File: config.mk
export PLATFORM = sky130hd
export DESIGN_NAME = alu_issue_ctrl
export DESIGN_NICKNAME = d
export VERILOG_FILES = /design/src/rtl/alu_issue_ctrl.sv
export SDC_FILE = /design/constraint.sdc
export NUM_CORES = 1
export LEC_CHECK = 0
export CAP_MARGIN = 20
export CELL_PAD_IN_SITES_DETAIL_PLACEMENT = 1
export CELL_PAD_IN_SITES_GLOBAL_PLACEMENT = 1
export CORE_MARGIN = 1.5
export CORE_UTILIZATION = 31
export DETAILED_ROUTE_END_ITERATION = 16
export PLACE_DENSITY_LB_ADDON = 0.05
export SYNTH_ARGS = -nofsm -noshare
export SYNTH_HDL_FRONTEND = slang
export SYNTH_SLANG_ARGS = --single-unit
File: constraint.sdc
create_clock -name clk -period 10 [get_ports clk]
set_input_delay 1.5 -clock clk [delete_from_list [all_inputs] [get_ports clk]]
set_output_delay 1.5 -clock clk [all_outputs]
set_load 0.02 [all_outputs]
File: src/rtl/alu_issue_ctrl.sv
// alu_issue_ctrl: single-entry issue controller in front of a combinational ALU.
// It accepts one request, decodes it into an ALU control code, and holds the
// registered operands and control for one EXEC cycle. It then captures the
// ALU result and zero flag, and holds the response until the consumer takes it.
// A request presented while IDLE is sampled at edge N+1. rsp_valid is high
// after edge N+2, so at most one operation completes every three cycles.
//
// Optional feature: define ALU_SLT_EN to decode R-type funct3=010 as a signed
// set-less-than (the ALU subtracts, and the result is built from the sign bits).
// Without the macro, that encoding is reported as illegal.
module alu_issue_ctrl (
  input  logic        clk,
  input  logic        reset,
  input  logic        req_valid,
  output logic        req_ready,
  input  logic [1:0]  req_aluop,
  input  logic [2:0]  req_funct3,
  input  logic        req_funct7b5,
  input  logic [31:0] req_a,
  input  logic [31:0] req_b,
  output logic [3:0]  ALUControl_out,
  output logic [31:0] alu_a,
  output logic [31:0] alu_b,
  input  logic [31:0] ALU_result_in,
  input  logic        zero_in,
  output logic        rsp_valid,
  input  logic        rsp_ready,
  output logic [31:0] rsp_result,
  output logic        rsp_zero,
  output logic        rsp_illegal
);

  typedef enum logic [1:0] {
    IDLE = 2'd0,
    EXEC = 2'd1,
    RESP = 2'd2
  } state_t;

  localparam logic [3:0] CTRL_AND  = 4'b0000;
  localparam logic [3:0] CTRL_OR   = 4'b0001;
  localparam logic [3:0] CTRL_ADD  = 4'b0010;
  localparam logic [3:0] CTRL_SUB  = 4'b0110;
  localparam logic [3:0] CTRL_PASS = 4'b1111;

  state_t      state_q, state_d;

  logic        accept;
  logic [3:0]  dec_ctrl;
  logic        dec_illegal;

  logic [3:0]  ctrl_q, ctrl_d;
  logic [31:0] a_q, a_d;
  logic [31:0] b_q, b_d;
  logic        illegal_q, illegal_d;

  logic [31:0] rsp_result_q, rsp_result_d;
  logic        rsp_zero_q, rsp_zero_d;
  logic        rsp_illegal_q, rsp_illegal_d;

`ifdef ALU_SLT_EN
  logic        dec_slt;
  logic        slt_q, slt_d;
`endif

  assign accept = (state_q == IDLE) && req_valid;

  // Decode the request fields into an ALU control code and an illegal flag.
  always_comb begin
    // NOTE: every signal assigned in a combinational block gets a default first, so no path can infer a latch.
    dec_ctrl    = CTRL_PASS;
    dec_illegal = 1'b1;
`ifdef ALU_SLT_EN
    dec_slt     = 1'b0;
`endif
    case (req_aluop)
      2'b00: begin
        dec_ctrl    = CTRL_ADD;
        dec_illegal = 1'b0;
      end
      2'b01: begin
        dec_ctrl    = CTRL_SUB;
        dec_illegal = 1'b0;
      end
      2'b10: begin
        case (req_funct3)
          3'b000: begin
            dec_ctrl    = req_funct7b5 ? CTRL_SUB : CTRL_ADD;
            dec_illegal = 1'b0;
          end
          3'b111: begin
            dec_ctrl    = CTRL_AND;
            dec_illegal = 1'b0;
          end
          3'b110: begin
            dec_ctrl    = CTRL_OR;
            dec_illegal = 1'b0;
          end
`ifdef ALU_SLT_EN
          3'b010: begin
            dec_ctrl    = CTRL_SUB;
            dec_illegal = 1'b0;
            dec_slt     = 1'b1;
          end
`endif
          default: begin
            dec_ctrl    = CTRL_PASS;
            dec_illegal = 1'b1;
          end
        endcase
      end
      default: begin
        dec_ctrl    = CTRL_PASS;
        dec_illegal = 1'b1;
      end
    endcase
  end

  // State register; reset discards any in-flight operation.
  always_ff @(posedge clk or posedge reset) begin
    // NOTE: sequential state is updated with non-blocking assignments so all flops sample pre-edge values.
    if (reset) state_q <= IDLE;
    else       state_q <= state_d;
  end

  // Next-state logic: IDLE -> EXEC on accept, EXEC for one cycle, RESP until taken.
  always_comb begin
    state_d = state_q;
    case (state_q)
      IDLE:    if (req_valid) state_d = EXEC;
      EXEC:    state_d = RESP;
      RESP:    if (rsp_ready) state_d = IDLE;
      default: state_d = IDLE;
    endcase
  end

  // Handshake outputs depend only on the current state.
  always_comb begin
    req_ready = 1'b0;
    rsp_valid = 1'b0;
    case (state_q)
      IDLE:    req_ready = 1'b1;
      RESP:    rsp_valid = 1'b1;
      default: begin
        req_ready = 1'b0;
        rsp_valid = 1'b0;
      end
    endcase
  end

  // Issue registers load on accept and otherwise hold their last values.
  always_comb begin
    ctrl_d    = ctrl_q;
    a_d       = a_q;
    b_d       = b_q;
    illegal_d = illegal_q;
`ifdef ALU_SLT_EN
    slt_d     = slt_q;
`endif
    if (accept) begin
      ctrl_d    = dec_ctrl;
      a_d       = req_a;
      b_d       = req_b;
      illegal_d = dec_illegal;
`ifdef ALU_SLT_EN
      slt_d     = dec_slt;
`endif
    end
  end

  // Issue register update.
  always_ff @(posedge clk or posedge reset) begin
    if (reset) begin
      ctrl_q    <= CTRL_AND;
      a_q       <= '0;
      b_q       <= '0;
      illegal_q <= 1'b0;
`ifdef ALU_SLT_EN
      slt_q     <= 1'b0;
`endif
    end else begin
      ctrl_q    <= ctrl_d;
      a_q       <= a_d;
      b_q       <= b_d;
      illegal_q <= illegal_d;
`ifdef ALU_SLT_EN
      slt_q     <= slt_d;
`endif
    end
  end

  // Response capture at the end of EXEC. Illegal ops return operand A with
  // zero forced low; SLT builds its bit from the operand signs and the SUB sign.
  always_comb begin
    rsp_result_d  = rsp_result_q;
    rsp_zero_d    = rsp_zero_q;
    rsp_illegal_d = rsp_illegal_q;
    if (state_q == EXEC) begin
      rsp_illegal_d = illegal_q;
      if (illegal_q) begin
        rsp_result_d = a_q;
        rsp_zero_d   = 1'b0;
`ifdef ALU_SLT_EN
      end else if (slt_q) begin
        rsp_result_d = {31'b0, (a_q[31] ^ b_q[31]) ? a_q[31] : ALU_result_in[31]};
        rsp_zero_d   = 1'b0;
`endif
      end else begin
        rsp_result_d = ALU_result_in;
        rsp_zero_d   = zero_in;
      end
    end
  end

  // Response register update.
  always_ff @(posedge clk or posedge reset) begin
    if (reset) begin
      rsp_result_q  <= '0;
      rsp_zero_q    <= 1'b0;
      rsp_illegal_q <= 1'b0;
    end else begin
      rsp_result_q  <= rsp_result_d;
      rsp_zero_q    <= rsp_zero_d;
      rsp_illegal_q <= rsp_illegal_d;
    end
  end

  assign ALUControl_out = ctrl_q;
  assign alu_a          = a_q;
  assign alu_b          = b_q;
  assign rsp_result     = rsp_result_q;
  assign rsp_zero       = rsp_zero_q;
  assign rsp_illegal    = rsp_illegal_q;

endmodule

# Yosys cells after proc, flatten, opt, wreduce, memory -nomap -nowiden
# Index checks and enable logic that the tools add are counted.
# word_totals
register_bits,105
latchBits,0
ram_bits,0
mem_bits_ro,0
inputBits,107
wordCells,35
mem_count,0
# op_classes
add_sub_neg,0
mul,0
div,0
magnitude_cmp,0
eq_ne,8
shift,0
muxes,12
bitwise,0
reduce_logical,7
# ops
operator,count
two-way mux 32 bit,1
one-hot mux 4 bit (3 select lines),2
== test 3 bit (second input constant),2
one-hot mux 2 bit (3 select lines),1
== test 2 x 1 -> 1 bit (second input constant),2
== test 2 bit (second input constant),2
zero test 2 bit,2
two-way mux 1 bit,4
two-way mux 2 bit,2
!= test 2 bit (second input constant),2
zero test 3 bit,1
two-way mux 3 bit,1
OR reduction 3 bit,1
one-hot mux 1 bit (2 select lines),1
AND reduction 2 bit,1
OR reduction 2 bit,1
logical AND 1 bit,1

# Logic depth before layout (Yosys ltp)
# Gate-level depths: netlist of run 1.
# logic_depth
word_depth,4
depth_mapped,7
mapped_depth_nobuf,4

# Least setup slack after synthesis of run 1
# No wires, ideal clock.
# synth_path
path_type,input to register
from,input port req_valid
to,register b_q[18] (netlist: alu_b[18])
arrival_ns,2.335
path_slack_ns,7.548
path_stages,6
n_path_buf,3
path_cell_list,or3b_1 -> buf_6 -> buf_6 -> buf_6 -> nand2_1 -> nand2_1
# synth_between
elab_chain_cells,1
# synth_lines
item,line_no,rtl
from (decl),14,"input logic req_valid,"
logical AND 1 bit,65,assign accept = (state_q == IDLE) && req_valid;
to (signal assigned),175,b_q <= '0;
to (signal assigned),183,b_q <= b_d;
to (decl),53,"logic [31:0] b_q, b_d;"
# No other way between the ends.
# A chain may end at the register's enable or synchronous reset.

# Worst setup path after layout of run 1
# layout_path
from,input port req_valid
to,register ctrl_q[1] (netlist: ALUControl_out[1])
# layout_between
elab_chain_cells,1
# layout_lines
item,line_no,rtl
logical AND 1 bit,65,
to (signal assigned),181,ctrl_q <= ctrl_d;
to (decl),51,"logic [3:0] ctrl_q, ctrl_d;"
# No other way between the ends.

==> results of run 1 <==
[logic make-up (layout without fill, tap and decap cells)]
kind of cell	count (synthesis)	count (layout)	share of synthesized area [%]
and+or+nand+nor	236	236	21.2
buffers and inverters	29	232	4.21
AOI/OAI and AO/OA	42	42	5.41
DFF	105	105	61.4
muxes	33	33	7.75
[Yosys cell counts, drive strengths merged]
cell | instances | share of area, %
nor2 | 3 | 0.26
mux2i | 32 | 7.5
inv | 2 | 0.18
a211oi | 1 | 0.29
and3b | 1 | 0.20
a21o | 3 | 0.53
nand2b | 3 | 0.44
or3b | 1 | 0.20
o21ai | 34 | 4.0
buf | 18 | 3.1
a21oi | 1 | 0.12
mux2 | 1 | 0.26
clkbuf | 8 | 0.70
clkinv | 1 | 0.20
dfrtp | 105 | 61
nand2 | 226 | 20
o41ai | 1 | 0.20
nor3 | 1 | 0.12
a31oi | 2 | 0.29
or4 | 1 | 0.18
[area by class of cell]
type                            instances  share of cell area [%]
Sequential cell                       105                    38.8
Timing Repair Buffer                  213                    31.4
Multi-Input combinational cell        311                    21.8
Clock buffer                           14                    4.04
Tap cell                              176                    3.25
Clock inverter                          2                   0.517
Inverter                                3                   0.277
[state kept, by name, summed over array words and instances, names as in the netlist]
| name | flops |
|---|---|
| rsp_zero | 1 |
| state_q | 2 |
| rsp_illegal | 1 |
| illegal_q | 1 |
| ALUControl_out | 4 |
| rsp_result | 32 |
| alu_a | 32 |
| alu_b | 32 |
[metrics by stage]
stage	hold WS [ns]	worst slack [ns]
finish	0.476	6.50
global route	0.493	6.33
CTS	0.481	6.50
detailed placement	0.467	6.13
global placement	0.457	6.15
floorplan	0.560	5.74
[per-layer routing]
metal	vias to the layer above	track usage [%]	wire, um	share of wire (%)
met2	117	30.9	6240	49
li1	1808	-	-	-
met3	16	5.80	931	7.3
met4	0	6.91	249	2.0
met5	-	0	0	0
met1	1787	20.5	5280	42
[power by group]
| group | total (mW) | switching [mW] | internal, mW |
|---|---|---|---|
| Sequential | 0.787 | 0.161 | 0.626 |
| Clock | 0.365 | 0.150 | 0.215 |
| Combinational | 1.07 | 0.563 | 0.505 |
[critical path: stages]
cell,delay (ns)
clkdlybuf4s50_1,0.39
or3b_2,0.19
buf_4,0.60
clkinv_4,0.63
nor2_1,0.24
a31oi_1,0.06
[worst max-delay path by stage]
stage / slack (ns) / endpoint
after floorplan: 5.74 / ALUControl_out[0]
after global placement: 6.15 / ALUControl_out[2]
after detailed placement: 6.13 / ALUControl_out[1]
after CTS: 6.50 / ALUControl_out[2]
after global routing: 6.33 / ALUControl_out[2]
final: 6.50 / ALUControl_out[1]
[placed cells by master, fill, tap and decap left out, drive strengths merged, types with 3 or more instances in the layout]
cell type      netlist  routed
nand2              226     226
mux2i               32      32
o21ai               34      34
dfrtp              105     105
clkdlybuf4s50        0     210
nand2b               3       3
nor2                 3       3
buf                 18       3
a21o                 3       3
clkbuf               8      14
==> out/qor.csv, run 1 <==
stage;metric;value;unit
timing;Max-slew headroom;29.8;%
global_routing;number of global-route vias before repair;3935;
min_path;HP Class;reg -> reg;
floorplanning;DIE HEIGHT;120;um
drt;drt via density;4.52;
floorplanning;die area;0.0145;mm^2
min_path;hold depth;1;
clocking;CTS max path bufs;2;
drt;Routed WL per cell;15.4;um
timing;clock skew;0.00364;ns
clocking;Num CTS Buffers;9;
floorplanning;Die X;120;um
power;Power Density;328;mW/mm^2
placed_design;port bufs;210;
min_path;Hold Crit Start;ALUControl_out[3];
worst_setup_path;Critical Path Start Type;primary input;
clocking;hold_buf cts;0;
synthesis;Synth Register Bits;105;
worst_setup_path;WP data arrival;3.70;ns
clocking;post-CTS sizing;0;
placed_design;placed cells;808;
synthesis;synthesized area per cell;9.62;um^2
worst_setup_path;reg2reg start;state_q[0];
synthesis;Syn. warnings;0;
worst_setup_path;Worst R2R Path Depth;5;
clocking;TritonCTS clock tree;yes;
worst_setup_path;R2R Setup Slk;7.71;ns
clocking;Root Driver;clkbuf_16;
drt;Final ANT Viol Nets;0;
placed_design;hpwl dp;8.93;mm
drt;DRT Wirelength;12.7;mm
timing;Sum Neg Setup Slack;0;ns
synthesis;post-synth cell types;23;
timing;endpoints failing hold;0;
run;total of max-cap violations;0;
timing;achievable frequency;286;MHz
clocking;Clk Latency, worst-skew pair;0.34;ns
floorplanning;Core Area;0.0133;mm^2
placed_design;GPL Wtd Cong;0.755;
clocking;TritonCTS Sinks;105;
drt;drt pass-1 iters;4;
timing;Final Setup Violations;0;
timing;Slew @ Worst Pin;1.05;ns
power;worst ir drop on vdd;0.127;mV
final_layout;layout cells sized above 1;3.70;%
status;outcome;finished clean;
timing;Slew Limit Fails;0;
worst_setup_path;r2r endpoint;ALUControl_out[1];
synthesis;synthesized netlist cell count;445;
worst_setup_path;Crit. Startpoint;req_valid;
drt;drt drc;0;
floorplanning;std cell rows;42;
final_layout;footprint of the multi-input gates;0.00147;mm^2
clocking;Clock transition at path regs;0.07;ns
timing;RSZ-0062 raised after global routing;no;
synthesis;Synth Cell Area;0.00428;mm^2
floorplanning;Top Ports;211;
clocking;Post-CTS Setup Inserts;0;
global_routing;global route total overflow;0;
drt;initial DRC count;131;
final_layout;Final #Nets;750;
placed_design;Placed Instance Area;0.00647;mm^2
global_routing;initial antenna violation count;0;
min_path;WHS Endpoint;ALUControl_out[3];
worst_setup_path;Crit. End Element;flop;
global_routing;GRT Util Overall;17.9;%
clocking;H-tree depth;3;
final_layout;synthesis-to-finish area growth;58.3;%
final_layout;final cell count without fillers;824;
global_routing;largest net degree at the start of global routing;71;
final_layout;register area;0.00263;mm^2
synthesis;register area share after synthesis;61.4;%
timing;min cycle time layout;3.50;ns
timing;final critical-path share of the clock period;35.0;%
power;total power;2.22;mW
synthesis;Net Count, Synth;552;
worst_setup_path;CP required;10.20;ns
global_routing;first-pass GRT wire length;20.0;mm
final_layout;fin area;0.00678;mm^2
worst_setup_path;Worst Path Class, Setup;in -> reg;
final_layout;Filler Cell Count;1539;
final_layout;final core occ;50.8;%
worst_setup_path;critical path peak fanout;70;
floorplanning;Initial Utilization;32.1;%
drt;DR vias;3728;
power;Leak;3.17;nW
final_layout;# diodes;0;
No activity file was read; power rests on OpenSTA's default activity.
==> run 2: changes to the inputs <==
Settings changed: CORE_UTILIZATION 31 to 26.
Clock period 10 ns to 3 ns, I/O delays scaled along.
==> run 2 against run 1 <==
  * Combinational power increased to 3.4 times the previous value
  * Utilization decreased by 7.7 points
  * Sequential power increased to 3.2 times the previous value
  * Via count increased by 1.2%
  * First-iteration DRC count increased by 0.76%
  * Flip-flop and latch count unchanged
  * Worst hold slack improved by 0.0028 ns
  * Sequential share of layout area decreased by 0.68 points
  * Register-to-register slack got worse by 6.6 ns
  * Largest cell class unchanged
  * Clock-buffer cell count decreased by 5
  * Final cell count increased by 5.6%
  * Clock skew increased by 0.0038 ns
==> out/qor.csv, run 2 (synthesis results as in run 1) <==
stage;metric;value;unit;change
floorplanning;DIE HEIGHT;131;um;+9.0%
final_layout;# diodes;0;;unchanged
final_layout;most frequent cells in the layout;nand2_1 (226), clkdlybuf4s50_1 (210), dfrtp_1 (104);;
worst_setup_path;Critical Path Start Type;primary input;;
placed_design;port bufs;210;;unchanged
drt;Final ANT Viol Nets;0;;unchanged
status;outcome;finished clean;;
floorplanning;std cell rows;46;;+9.5%
worst_setup_path;Crit. Startpoint;req_valid;;
final_layout;Filler Cell Count;1855;;+21%
drt;drt via density;4.34;;-4.1%
timing;RSZ-0062 raised after global routing;no;;
floorplanning;Initial Utilization;26.7;%;-5.3 points
worst_setup_path;Worst setup endpoint;alu_b[21];;
worst_setup_path;R2R Setup Slk;1.08;ns;-6.63 ns
timing;achievable frequency;479;MHz;
global_routing;largest net degree at the start of global routing;70;;-1.4%
timing;Sum Neg Setup Slack;0;ns;unchanged
clocking;TritonCTS Sinks;105;;unchanged
timing;Slew Limit Fails;0;;unchanged
global_routing;first-pass GRT wire length;22.4;mm;+12%
worst_setup_path;WP data arrival;2.32;ns;-1.38 ns
drt;initial DRC count;132;;+0.76%
floorplanning;Die X;131;um;+9.0%
placed_design;hpwl dp;9.97;mm;+12%
drt;DRT Wirelength;13.9;mm;+9.2%
timing;endpoints failing hold;0;;unchanged
final_layout;synthesis-to-finish area growth;61.2;%;
worst_setup_path;Worst Path Class, Setup;in -> reg;;
clocking;Clk Latency, worst-skew pair;0.35;ns;about the same
timing;worst hold margin;0.479;ns;+0.00276 ns
power;Power Density;1090;mW/mm^2;+230%
clocking;Root Driver;clkbuf_16;;
final_layout;leading cell type in the layout, fill and taps excluded;nand2_1;;
clocking;post-CTS sizing;0;;unchanged
power;Leak;3.19;nW;+0.93%
power;total power;7.52;mW;+240%
floorplanning;Top Ports;211;;unchanged
timing;clock skew;0.00748;ns;+0.00384 ns
worst_setup_path;r2r endpoint;alu_b[21];;
timing;Slew @ Worst Pin;0.842;ns;-0.212 ns
worst_setup_path;critical path peak fanout;69;;-1.4%
final_layout;Final #Nets;756;;+0.80%
final_layout;layout cells sized above 1;4.89;%;+1.2 points
worst_setup_path;Worst R2R Path Depth;4;;-1
timing;Final Setup Violations;0;;unchanged
worst_setup_path;CP required;3.23;ns;-6.97 ns
final_layout;final cell count without fillers;870;;+5.6%
clocking;Post-CTS Setup Inserts;0;;unchanged
power;worst ir drop on vdd;0.388;mV;+210%
global_routing;initial antenna violation count;0;;unchanged
min_path;HP Class;reg -> reg;;
floorplanning;die area;0.0172;mm^2;+19%
final_layout;final core occ;43.1;%;-7.7 points
timing;min cycle time layout;2.09;ns;
clocking;Num CTS Buffers;9;;unchanged
placed_design;placed cells;854;;+5.7%
placed_design;GPL Wtd Cong;0.766;;+1.4%
clocking;CTS max path bufs;2;;unchanged
timing;Max-slew headroom;43.8;%;+14 points
global_routing;GRT Util Overall;16.5;%;-1.4 points
drt;drt pass-1 iters;4;;unchanged
clocking;H-tree depth;3;;unchanged
worst_setup_path;reg2reg start;state_q[0];;
clocking;TritonCTS clock tree;yes;;
global_routing;number of global-route vias before repair;3961;;+0.66%
drt;drt drc;0;;unchanged
drt;DR vias;3773;;+1.2%
timing;final critical-path share of the clock period;69.6;%;
clocking;hold_buf cts;0;;unchanged
clocking;Clock transition at path regs;0.07;ns;about the same
worst_setup_path;Crit. End Element;flop;;
floorplanning;Core Area;0.0160;mm^2;+20%
run;total of max-cap violations;0;;unchanged
global_routing;global route total overflow;0;;unchanged
drt;Routed WL per cell;15.9;um;+3.4%
-- run 2: worst min path at each step --
stage,slack [ns],to,cells past startpoint,start
5_1_grt,0.50,ALUControl_out[0],1,ALUControl_out[0]
3_3_place_gp,0.46,alu_b[27],2,alu_b[27]
2_1_floorplan,0.55,ALUControl_out[1],1,req_aluop[1]
4_1_cts,0.49,alu_b[30],2,alu_b[30]
3_5_place_dp,0.47,alu_b[30],2,alu_b[30]
6_report,0.48,alu_b[30],2,alu_b[30]
-- run 2: cell type report --
cell class              count  area [um^2]  area share, %
multi-input cells         311         1480           21.4
flip-flops and latches    105         2630           38.1
clock inverters             7         93.8           1.36
well taps                 216          270           3.92
inverters                   3         20.0          0.290
repair buffers            219         2180           31.6
clock buffers               9          225           3.27
-- run 2: metrics by stage --
step / worst slack (ns) / cell area (um^2)
2_1_floorplan: 1.29 / 4280
3_3_place_gp: 0.465 / 6580
3_5_place_dp: 0.508 / 6580
4_1_cts: 0.874 / 6900
5_1_grt: 0.733 / 6900
6_report: 0.912 / 6900
-- run 2: critical path: stages --
cell and delay [ns]:
clkdlybuf4s50_1 0.39, or3b_4 0.57, clkinv_4 0.55, nand2_1 0.22, nand2_1 0.08
-- run 2: where the power goes --
part | switching [mW] | leakage (nW) | total [mW] | internal (mW)
logic | 1.99 | 1.75 | 3.69 | 1.70
clock network | 0.544 | 0.152 | 1.28 | 0.732
registers | 0.460 | 1.29 | 2.55 | 2.09
-- run 2: routing by layer --
| layer | vias to the layer above | track usage (%) | wire length (um) |
|---|---|---|---|
| li1 | 1811 | - | - |
| met5 | - | 0 | 0 |
| met1 | 1828 | 20.8 | 6080 |
| met2 | 122 | 27.0 | 6670 |
| met3 | 12 | 5.52 | 931 |
| met4 | 0 | 4.81 | 183 |
